### src/rtl/lsu_request_unit.sv
// Data-memory request unit: one load/store at a time, word-addressed byte-enabled port,
// misaligned halfword/word accesses optionally split into two aligned beats.
module lsu_request_unit #(
    parameter int ADDRESS_WIDTH = 32,
    parameter int DATA_WIDTH    = 32,
    parameter bit SPLIT_EN      = 1'b1
) (
    input  logic                     clk,
    input  logic                     rst,
    input  logic                     req_valid,
    output logic                     req_ready,
    input  logic                     req_write,
    input  logic [2:0]               req_addrmode,
    input  logic [ADDRESS_WIDTH-1:0] req_address,
    input  logic [DATA_WIDTH-1:0]    req_wdata,
    output logic                     resp_valid,
    output logic                     resp_err,
    output logic [DATA_WIDTH-1:0]    resp_rdata,
    output logic                     mem_en,
    output logic                     mem_we,
    output logic [ADDRESS_WIDTH-1:0] mem_addr,
    output logic [3:0]               mem_be,
    output logic [DATA_WIDTH-1:0]    mem_wdata,
    input  logic [DATA_WIDTH-1:0]    mem_rdata
);
    localparam int DW2 = 2 * DATA_WIDTH;

    typedef enum logic [1:0] {IDLE, ACC0, ACC1, RESP} state_t;

    function automatic logic [2:0] size_of(input logic [2:0] mode);
        case (mode[1:0])
            2'b00:   return 3'd1;
            2'b01:   return 3'd2;
            default: return 3'd4;
        endcase
    endfunction

    function automatic logic illegal_mode(input logic wr, input logic [2:0] mode);
        if (wr)
            return mode[2] | (mode == 3'b011);
        return (mode == 3'b011) | (mode == 3'b110) | (mode == 3'b111);
    endfunction

    function automatic logic [DATA_WIDTH-1:0] extend(input logic [2:0] mode,
                                                     input logic [DATA_WIDTH-1:0] v);
        case (mode)
            3'b000:  return {{(DATA_WIDTH-8){v[7]}}, v[7:0]};
            3'b100:  return {{(DATA_WIDTH-8){1'b0}}, v[7:0]};
            3'b001:  return {{(DATA_WIDTH-16){v[15]}}, v[15:0]};
            3'b101:  return {{(DATA_WIDTH-16){1'b0}}, v[15:0]};
            default: return v;
        endcase
    endfunction

    state_t                   r_state;
    logic                     r_write;
    logic [2:0]               r_mode;
    logic [ADDRESS_WIDTH-1:0] r_addr;
    logic [DATA_WIDTH-1:0]    r_wdata;
    logic [DATA_WIDTH-1:0]    r_beat0;
    logic                     r_split;
    logic                     r_err;

    logic [2:0]               w_req_size;
    logic                     w_req_split;
    logic                     w_req_err;
    logic                     w_accept;

    assign w_req_size  = size_of(req_addrmode);
    assign w_req_split = ({1'b0, req_address[1:0]} + w_req_size) > 3'd4;
    assign w_req_err   = illegal_mode(req_write, req_addrmode) | (w_req_split & ~SPLIT_EN);
    assign w_accept    = req_valid & req_ready;

    always_ff @(posedge clk) begin
        if (rst) begin
            r_state <= IDLE;
            r_write <= 1'b0;
            r_mode  <= '0;
            r_addr  <= '0;
            r_wdata <= '0;
            r_beat0 <= '0;
            r_split <= 1'b0;
            r_err   <= 1'b0;
        end else begin
            case (r_state)
                IDLE: begin
                    if (w_accept) begin
                        r_write <= req_write;
                        r_mode  <= req_addrmode;
                        r_addr  <= req_address;
                        r_wdata <= req_wdata;
                        r_split <= w_req_split;
                        r_err   <= w_req_err;
                        r_state <= w_req_err ? RESP : ACC0;
                    end
                end
                ACC0: r_state <= r_split ? ACC1 : RESP;
                ACC1: begin
                    // Beat-0 read data arrives now; beat-1 data arrives in RESP.
                    if (!r_write)
                        r_beat0 <= mem_rdata;
                    r_state <= RESP;
                end
                default: r_state <= IDLE;
            endcase
        end
    end

    logic [1:0]               w_off;
    logic [2:0]               w_size;
    logic [3:0]               w_size_mask;
    logic [7:0]               w_lanes;
    logic [DW2-1:0]           w_wshift;
    logic [DW2-1:0]           w_rshift;
    logic [DATA_WIDTH-1:0]    w_lo;
    logic [DATA_WIDTH-1:0]    w_hi;
    logic [ADDRESS_WIDTH-1:0] w_word_addr;
    logic                     w_acc0;
    logic                     w_acc1;

    assign w_off       = r_addr[1:0];
    assign w_size      = size_of(r_mode);
    assign w_size_mask = (w_size == 3'd1) ? 4'b0001 : ((w_size == 3'd2) ? 4'b0011 : 4'b1111);
    // Low nibble holds beat-0 lanes, high nibble the lanes spilling into beat 1.
    assign w_lanes     = {4'b0000, w_size_mask} << w_off;
    assign w_wshift    = {{DATA_WIDTH{1'b0}}, r_wdata} << {w_off, 3'b000};
    assign w_word_addr = {r_addr[ADDRESS_WIDTH-1:2], 2'b00};
    assign w_lo        = r_split ? r_beat0 : mem_rdata;
    assign w_hi        = r_split ? mem_rdata : '0;
    assign w_rshift    = {w_hi, w_lo} >> {w_off, 3'b000};

    assign w_acc0     = (r_state == ACC0) & ~rst;
    assign w_acc1     = (r_state == ACC1) & ~rst;
    assign req_ready  = (r_state == IDLE) & ~rst;
    assign mem_en     = w_acc0 | w_acc1;
    assign mem_we     = mem_en & r_write;
    assign mem_addr   = w_acc1 ? (w_word_addr + ADDRESS_WIDTH'(4)) : w_word_addr;
    assign mem_be     = w_acc0 ? w_lanes[3:0] : (w_acc1 ? w_lanes[7:4] : 4'b0000);
    assign mem_wdata  = !mem_we ? '0 :
                        (w_acc1 ? w_wshift[DW2-1:DATA_WIDTH] : w_wshift[DATA_WIDTH-1:0]);
    assign resp_valid = (r_state == RESP) & ~rst;
    assign resp_err   = resp_valid & r_err;
    assign resp_rdata = (resp_valid & ~r_err & ~r_write) ?
                        extend(r_mode, w_rshift[DATA_WIDTH-1:0]) : '0;

endmodule

### config.mk
export PLATFORM = sky130hd
export DESIGN_NAME = lsu_request_unit
export DESIGN_NICKNAME = d
export VERILOG_FILES = /design/src/rtl/lsu_request_unit.sv
export SDC_FILE = /design/constraint.sdc
export NUM_CORES = 1
export LEC_CHECK = 0
export CAP_MARGIN = 20
export CORE_MARGIN = 3
export CORE_UTILIZATION = 52
export CTS_CLUSTER_DIAMETER = 50
export CTS_CLUSTER_SIZE = 20
export DETAILED_ROUTE_END_ITERATION = 12
export PLACE_DENSITY = 0.95
export SLEW_MARGIN = 20
export SYNTH_ARGS = -nofsm -noshare
export SYNTH_HDL_FRONTEND = slang
export SYNTH_SLANG_ARGS = --single-unit
### constraint.sdc
create_clock -name clk -period 6.1 [get_ports clk]
set_clock_uncertainty 0.2 [all_clocks]
set_input_delay 1.83 -clock clk [delete_from_list [all_inputs] [get_ports clk]]
set_output_delay 1.83 -clock clk [all_outputs]
set_load 0.005 [all_outputs]
==> out/qor.csv <==
metric,value,unit
synth_flop_cell,dfxtp_1,
grt_busiest_layer,met2,
multi_input_comb_area,4477,µm²
finalHoldViolations,0,
grt_pass1_vias,7378,
holdCritStartpoint,r_beat0[2]$_SDFFE_PP0P_,
grt_max_degree,65,
met2_usage,52.26,%
cts_sinks,104,
dpl-instance-area,9032,µm²
clkLatencyLatePin,360,ps
crit_path_start_kind,primary input,
powerDensity,292.7,nW/µm²
power,2.734,mW
num_vias,7778,
fp.dieW,121.6,µm
die_height,121.6,µm
syn2layout_area_growth,34.46,%
worstRegToRegCells,7,
crit_fanout,11,
core_area,12820,µm²
clockRootBuffer,clkbuf_16,
synth_edf_count,0,
cts_buffers,9,
hold_class,flop to flop,
crit_arrival,4010,ps
worst_ir_drop_vdd,0.2513,mV
status,"complete, no violations",
groute.layer.met1.usage,36.94,%
layout_commonest_cell,nand2_1,
grtUsageMet3,10.35,%
dp.cells,1275,
fillCellCount,973,
antenna_left,0,
avgSynthCellArea,7.250,µm²
final_cell_mix,"241 x nand2_1, 203 x clkdlybuf4s50_1, 102 x dfxtp_1",
synth_cells,958,
cpPeakStageDelay,480,ps
final_layout_size_suffix_gt1_share,7.054,%
row_count,41,
numPortBuffers,205,
cts_tree,done,
hold_ws,262.8,ps
cap_violations,0,
relSlewSlack,29.23,%
worstSetupPathType,primary input to output port,
power.leakage,3.468,nW
fp.dieArea,14780,µm²
ff_latch_area,2087,µm²
crit_required,4070,ps
grt_pass1_wl,36760,µm
ys_seq_area_share,29.98,%
fin_cells,1292,
setup_viol,0,
fin_nets,1227,
drt-vias-per-instance,6.020,
drv_slew,0,
place_ws,29.78,ps
min_period_over_period,98.98,%
synthArstFlopShare,0,%
final.min_clock_period,6038,ps
startpoint,mem_rdata[7],
drtIter0Drc,840,
syn-cell-area,6945,µm²
tns,0,ps
htree_levels,3,
cpMaxStageDelayCell,clkdlybuf4s50_1,
wire_per_inst,18.13,µm
synth_seq_cells,104,
grt_usage,30.97,%
first_pass_iters,6,
path_cells,"clkdlybuf4s50_1, mux2_2, a21oi_1, o21ai_2, a311oi_4, buf_6, nor3_1, clkdlybuf4s50_1",
fin_ws,62.35,ps
grt_overflow,0,
n_antenna_cell,0,
r2r_start,r_state[0]$_SDFFE_PP0P_,
drc,0,
cp_common_cell,clkdlybuf4s50_1,
ys.warnings.count,0,
pin_count,208,
initial_core_util,54.16,%
routed_wl,23420,µm
crit_path_end_kind,output port,
fin_area,9339,µm²
place.gp.congestion,0.9653,
synthDistinctLibCells,54,
place_hpwl,16400,µm
worst_pin_slew,1062,ps
clkTransAtPathRegs,70,ps
cts_hold_buf,0,
fmax,165.6,MHz
hold_depth,2,
fin_util,72.82,%
cts_buffer_depth,2,
antenna_found_initial,1,
cell usage after synthesis (2+ instances only):
master	n	area share, %
a211oi_1	38	4.1
a21oi_1	78	5.6
a221oi_1	4	0.50
a22o_1	4	0.50
a22oi_1	7	0.76
a31oi_1	3	0.27
a32oi_1	4	0.50
and2_1	10	0.90
and3_1	5	0.45
and4_1	3	0.38
buf_1	9	0.49
buf_2	14	1.0
buf_4	3	0.32
buf_6	2	0.32
clkbuf_1	55	3.0
dfxtp_1	104	30
ha_1	8	1.4
inv_1	13	0.70
mux2_2	9	1.5
mux2i_1	46	6.6
mux4_2	7	2.3
nand2_1	241	13
nand2b_1	13	1.2
nand3_1	80	5.8
nand4_1	7	0.63
nor2_1	48	2.6
nor2b_1	17	1.5
nor3_1	24	1.7
nor3b_1	2	0.22
o21ai_0	23	1.7
o221a_2	8	1.3
o22a_1	9	1.1
o22ai_1	2	0.18
o31ai_1	7	0.76
or2_2	3	0.27
or3_1	2	0.18
xnor2_1	23	2.9
xor2_1	7	0.88
report_power, final:
group	switching (mW)	internal, mW
clock network	0.287	0.285
registers	0.168	0.821
logic	0.640	0.533
total	1.09	1.64
cell families (layout without fill, tap and decap cells):
| logic type | after synthesis | after routing | synth area share [%] |
|---|---|---|---|
| DFF | 104 | 104 | 29.98 |
| buffers and inverters | 97 | 258 | 5.873 |
| AOI/OAI and AO/OA | 194 | 194 | 18.54 |
| and+or+nand+nor | 460 | 460 | 29.47 |
| adders and majority gates | 9 | 9 | 1.729 |
| other | 1 | 2 | 0.05399 |
| muxes | 63 | 63 | 10.57 |
| xor gates and xnor gates | 30 | 30 | 3.783 |
state kept, by name, summed over array words and instances, names as in the netlist:
register and cells:
r_beat0 32, r_err 1, r_split 1, r_addr 32, r_write 1, r_wdata 32
r_state 2, r_mode 3
layer usage:
| layer | up-vias | share of wire (%) |
|---|---|---|
| li1 | 3667 | - |
| met1 | 3593 | 38 |
| met2 | 447 | 48 |
| met3 | 69 | 11 |
| met4 | 2 | 3.1 |
| met5 | - | 0.056 |
worst max-delay path: cells and delay by family:
| kind | cells | cell delay (ps) |
|---|---|---|
| multiplexers | 1 | 300 |
| buffers and inverters | 3 | 1140 |
| AO/OA/AOI/OAI | 3 | 670 |
| AND/OR/NAND/NOR | 1 | 70 |
area by class of cell:
class                      count  area share (%)
tap                          172           2.304
multi-input combinational    758           47.94
inverter                      14          0.5627
sequential                   104           22.35
clock buffer                  10           2.452
clock inverter                 6          0.5627
timing repair buffer         228           23.83
timing repair:
action                     4_1_cts  5_1_grt
setup buffers                    0        1
gates resized for setup          0        4
setup endpoints to repair        0       13
worst paths after layout:
check        slack [ps]                  endpoint
min                 260   r_beat0[2]$_SDFFE_PP0P_
min reg2reg         260   r_beat0[2]$_SDFFE_PP0P_
max                  60            resp_rdata[18]
max reg2reg        3430  r_wdata[16]$_SDFFE_PP0P_
(Power assumes the default switching activity.)
==> RTL edit: new RTL, same flow settings <==
Register the output `resp_err`, without a reset; this adds one clock of latency there. The other outputs are not delayed to match.
--- a/src/rtl/lsu_request_unit.sv
+++ b/src/rtl/lsu_request_unit.sv
@@ -141,3 +141,5 @@
     assign resp_valid = (r_state == RESP) & ~rst;
-    assign resp_err   = resp_valid & r_err;
+    always_ff @(posedge clk) begin
+        resp_err <= resp_valid & r_err;
+    end
     assign resp_rdata = (resp_valid & ~r_err & ~r_write) ?
Check against the original RTL: not equivalent (Yosys sat finds a counterexample within 4 cycles, from zero or initial values and one cycle with rst high).
==> RTL edit against the original RTL <==
- the run now ends with negative setup slack left
- sequential cell count rose by 1
- area after synthesis rose by 0.29%
- first-iteration DRC count fell by 14%
- design area rose by 0.82%
- wire length fell by 1.4%
- worst hold slack got worse by 2.8 ps
- power rose by 3.8%
- fmax fell by 1.0%
- worst setup slack got worse by 64 ps
- core utilization rose by 0.30 points
- largest cell class unchanged
- largest power group unchanged
==> RTL edit: results (changes against the original RTL) <==
[run_status]
outcome = finished, violations left
failed_checks = negative setup slack

[min_path]
min_path_type = reg2reg

[cts]
cts_buffers = 9  ; unchanged
postCtsSetupBuffers = 0  ; unchanged
cts_resized = 0  ; unchanged
path_clk_slew_ps = 70  ; about the same

[timing]
setup_ws_ps = -1.59  ; -63.9 ps
finalSetupViolCount = 1  ; +1
maxSlewHeadroom_pct = 35.6  ; +6.3 points
finalSetupTns_ps = -1.59  ; -1.59 ps

[route]
first_pass_iters = 5  ; -1
via_per_inst = 5.96  ; -1.0%
dr.first_iter.drc_count = 721  ; -14%
routed_wl_mm = 23.1  ; -1.4%

[global_routing]
grt_max_degree = 66  ; +1.5%
track_usage_pct = 30.4  ; -0.58 points
antenna_found_initial = 1  ; unchanged
grt_pass1_wl_mm = 36.4  ; -0.92%
grt_pass1_vias = 7337  ; -0.56%

[place]
gp_congestion = 0.929  ; -3.8%
placement.setup.worst_slack_ps = 27.6  ; -2.23 ps
place_area_mm2 = 0.00905  ; +0.19%
numPortBuffers = 205  ; unchanged
dp_hpwl_mm = 16.1  ; -2.0%

[worst_setup_path]
timing.rr.start = r_state[1]
cp_max_fo = 8  ; -3
r2r_end = r_wdata[4]
ff2ff_setup_slack_ps = 3370  ; -60 ps
endpoint = resp_rdata[14]
startpoint = mem_rdata[15]
arrival_ps = 4070  ; +60 ps

[synthesis]
ys.warnings.count = 0  ; unchanged
synth-seq-area-share_pct = 30.2  ; +0.20 points
synthArstFlopShare_pct = 0  ; unchanged
synth_area_leaders = dfxtp_1 (30%), nand2_1 (13%), mux2i_1 (6.6%), nand3_1 (5.7%), a21oi_1 (5.6%)
synth_common_cells = nand2_1 (241), dfxtp_1 (105), nand3_1 (80), a21oi_1 (78), clkbuf_1 (55)

[layout]
fin_nets = 1227  ; unchanged

[pwr]
leakagePower_nw = 3.49  ; +0.61%
irDropWorstVdd_v = 0.000223  ; -11%

-- RTL edit: cell count changes after synthesis --
cell and delta:
dfxtp_1 +1
-- RTL edit: worst min-delay path by stage --
| stage | from | endpoint | slack (ps) | cells past startpoint |
|---|---|---|---|---|
| 2_1_floorplan | r_beat0[0] | r_beat0[0] | 240 | 2 |
| 4_1_cts | r_beat0[5] | r_beat0[5] | 260 | 2 |
| 3_3_place_gp | r_beat0[0] | r_beat0[0] | 240 | 2 |
| 3_5_place_dp | r_beat0[5] | r_beat0[5] | 250 | 2 |
| 5_1_grt | r_beat0[0] | r_beat0[0] | 280 | 2 |
| 6_report | r_beat0[5] | r_beat0[5] | 260 | 2 |
-- RTL edit: logic make-up (layout without fill, tap and decap cells) --
kind of cell    after synthesis  in the layout  synth area share [%]
compound gates              194            194                  18.5
xor+xnor                     30             30                  3.77
fa+ha+maj                     9              9                  1.72
buf+inv                      97            257                  5.86
flops                       105            105                  30.2
mux                          63             63                  10.5
other cells                   1              2                0.0538
simple gates                460            460                  29.4
-- RTL edit: cell type report --
cell class,instances,area [um^2]
Fill cell,945,3460
Tap cell,172,215
Clock inverter,6,113
Clock buffer,10,229
Sequential cell,105,2110
Multi-Input combinational cell,758,4480
Inverter,14,52.6
Timing Repair Buffer,227,2220
-- RTL edit: through the flow --
stage	cells	hold slack (ps)
final	1292	260
after global routing	1292	285
after CTS	1292	258
after detailed placement	1276	249
after global placement	1276	241
after floorplan	960	236
-- RTL edit: worst max-delay path, cell delays in order --
cell,delay [ps]
clkdlybuf4s50_1,550
mux2i_1,140
o22ai_2,230
o21a_1,220
nand2b_1,270
a21oi_1,260
clkdlybuf4s50_1,560
-- RTL edit: routing by layer --
layer / global-route usage [%] / part of all wire, % / vias up
met1: 38.5 / 40 / 3567
met2: 49.3 / 47 / 405
met3: 7.24 / 9.3 / 75
met4: 13.6 / 3.7 / 2
met5: 0 / 0.048 / -
li1: - / - / 3650
-- RTL edit: power by group --
group          switching (W)  internal [W]
combinational       0.000615      0.000532
sequential          0.000190      0.000828
clock               0.000267      0.000404
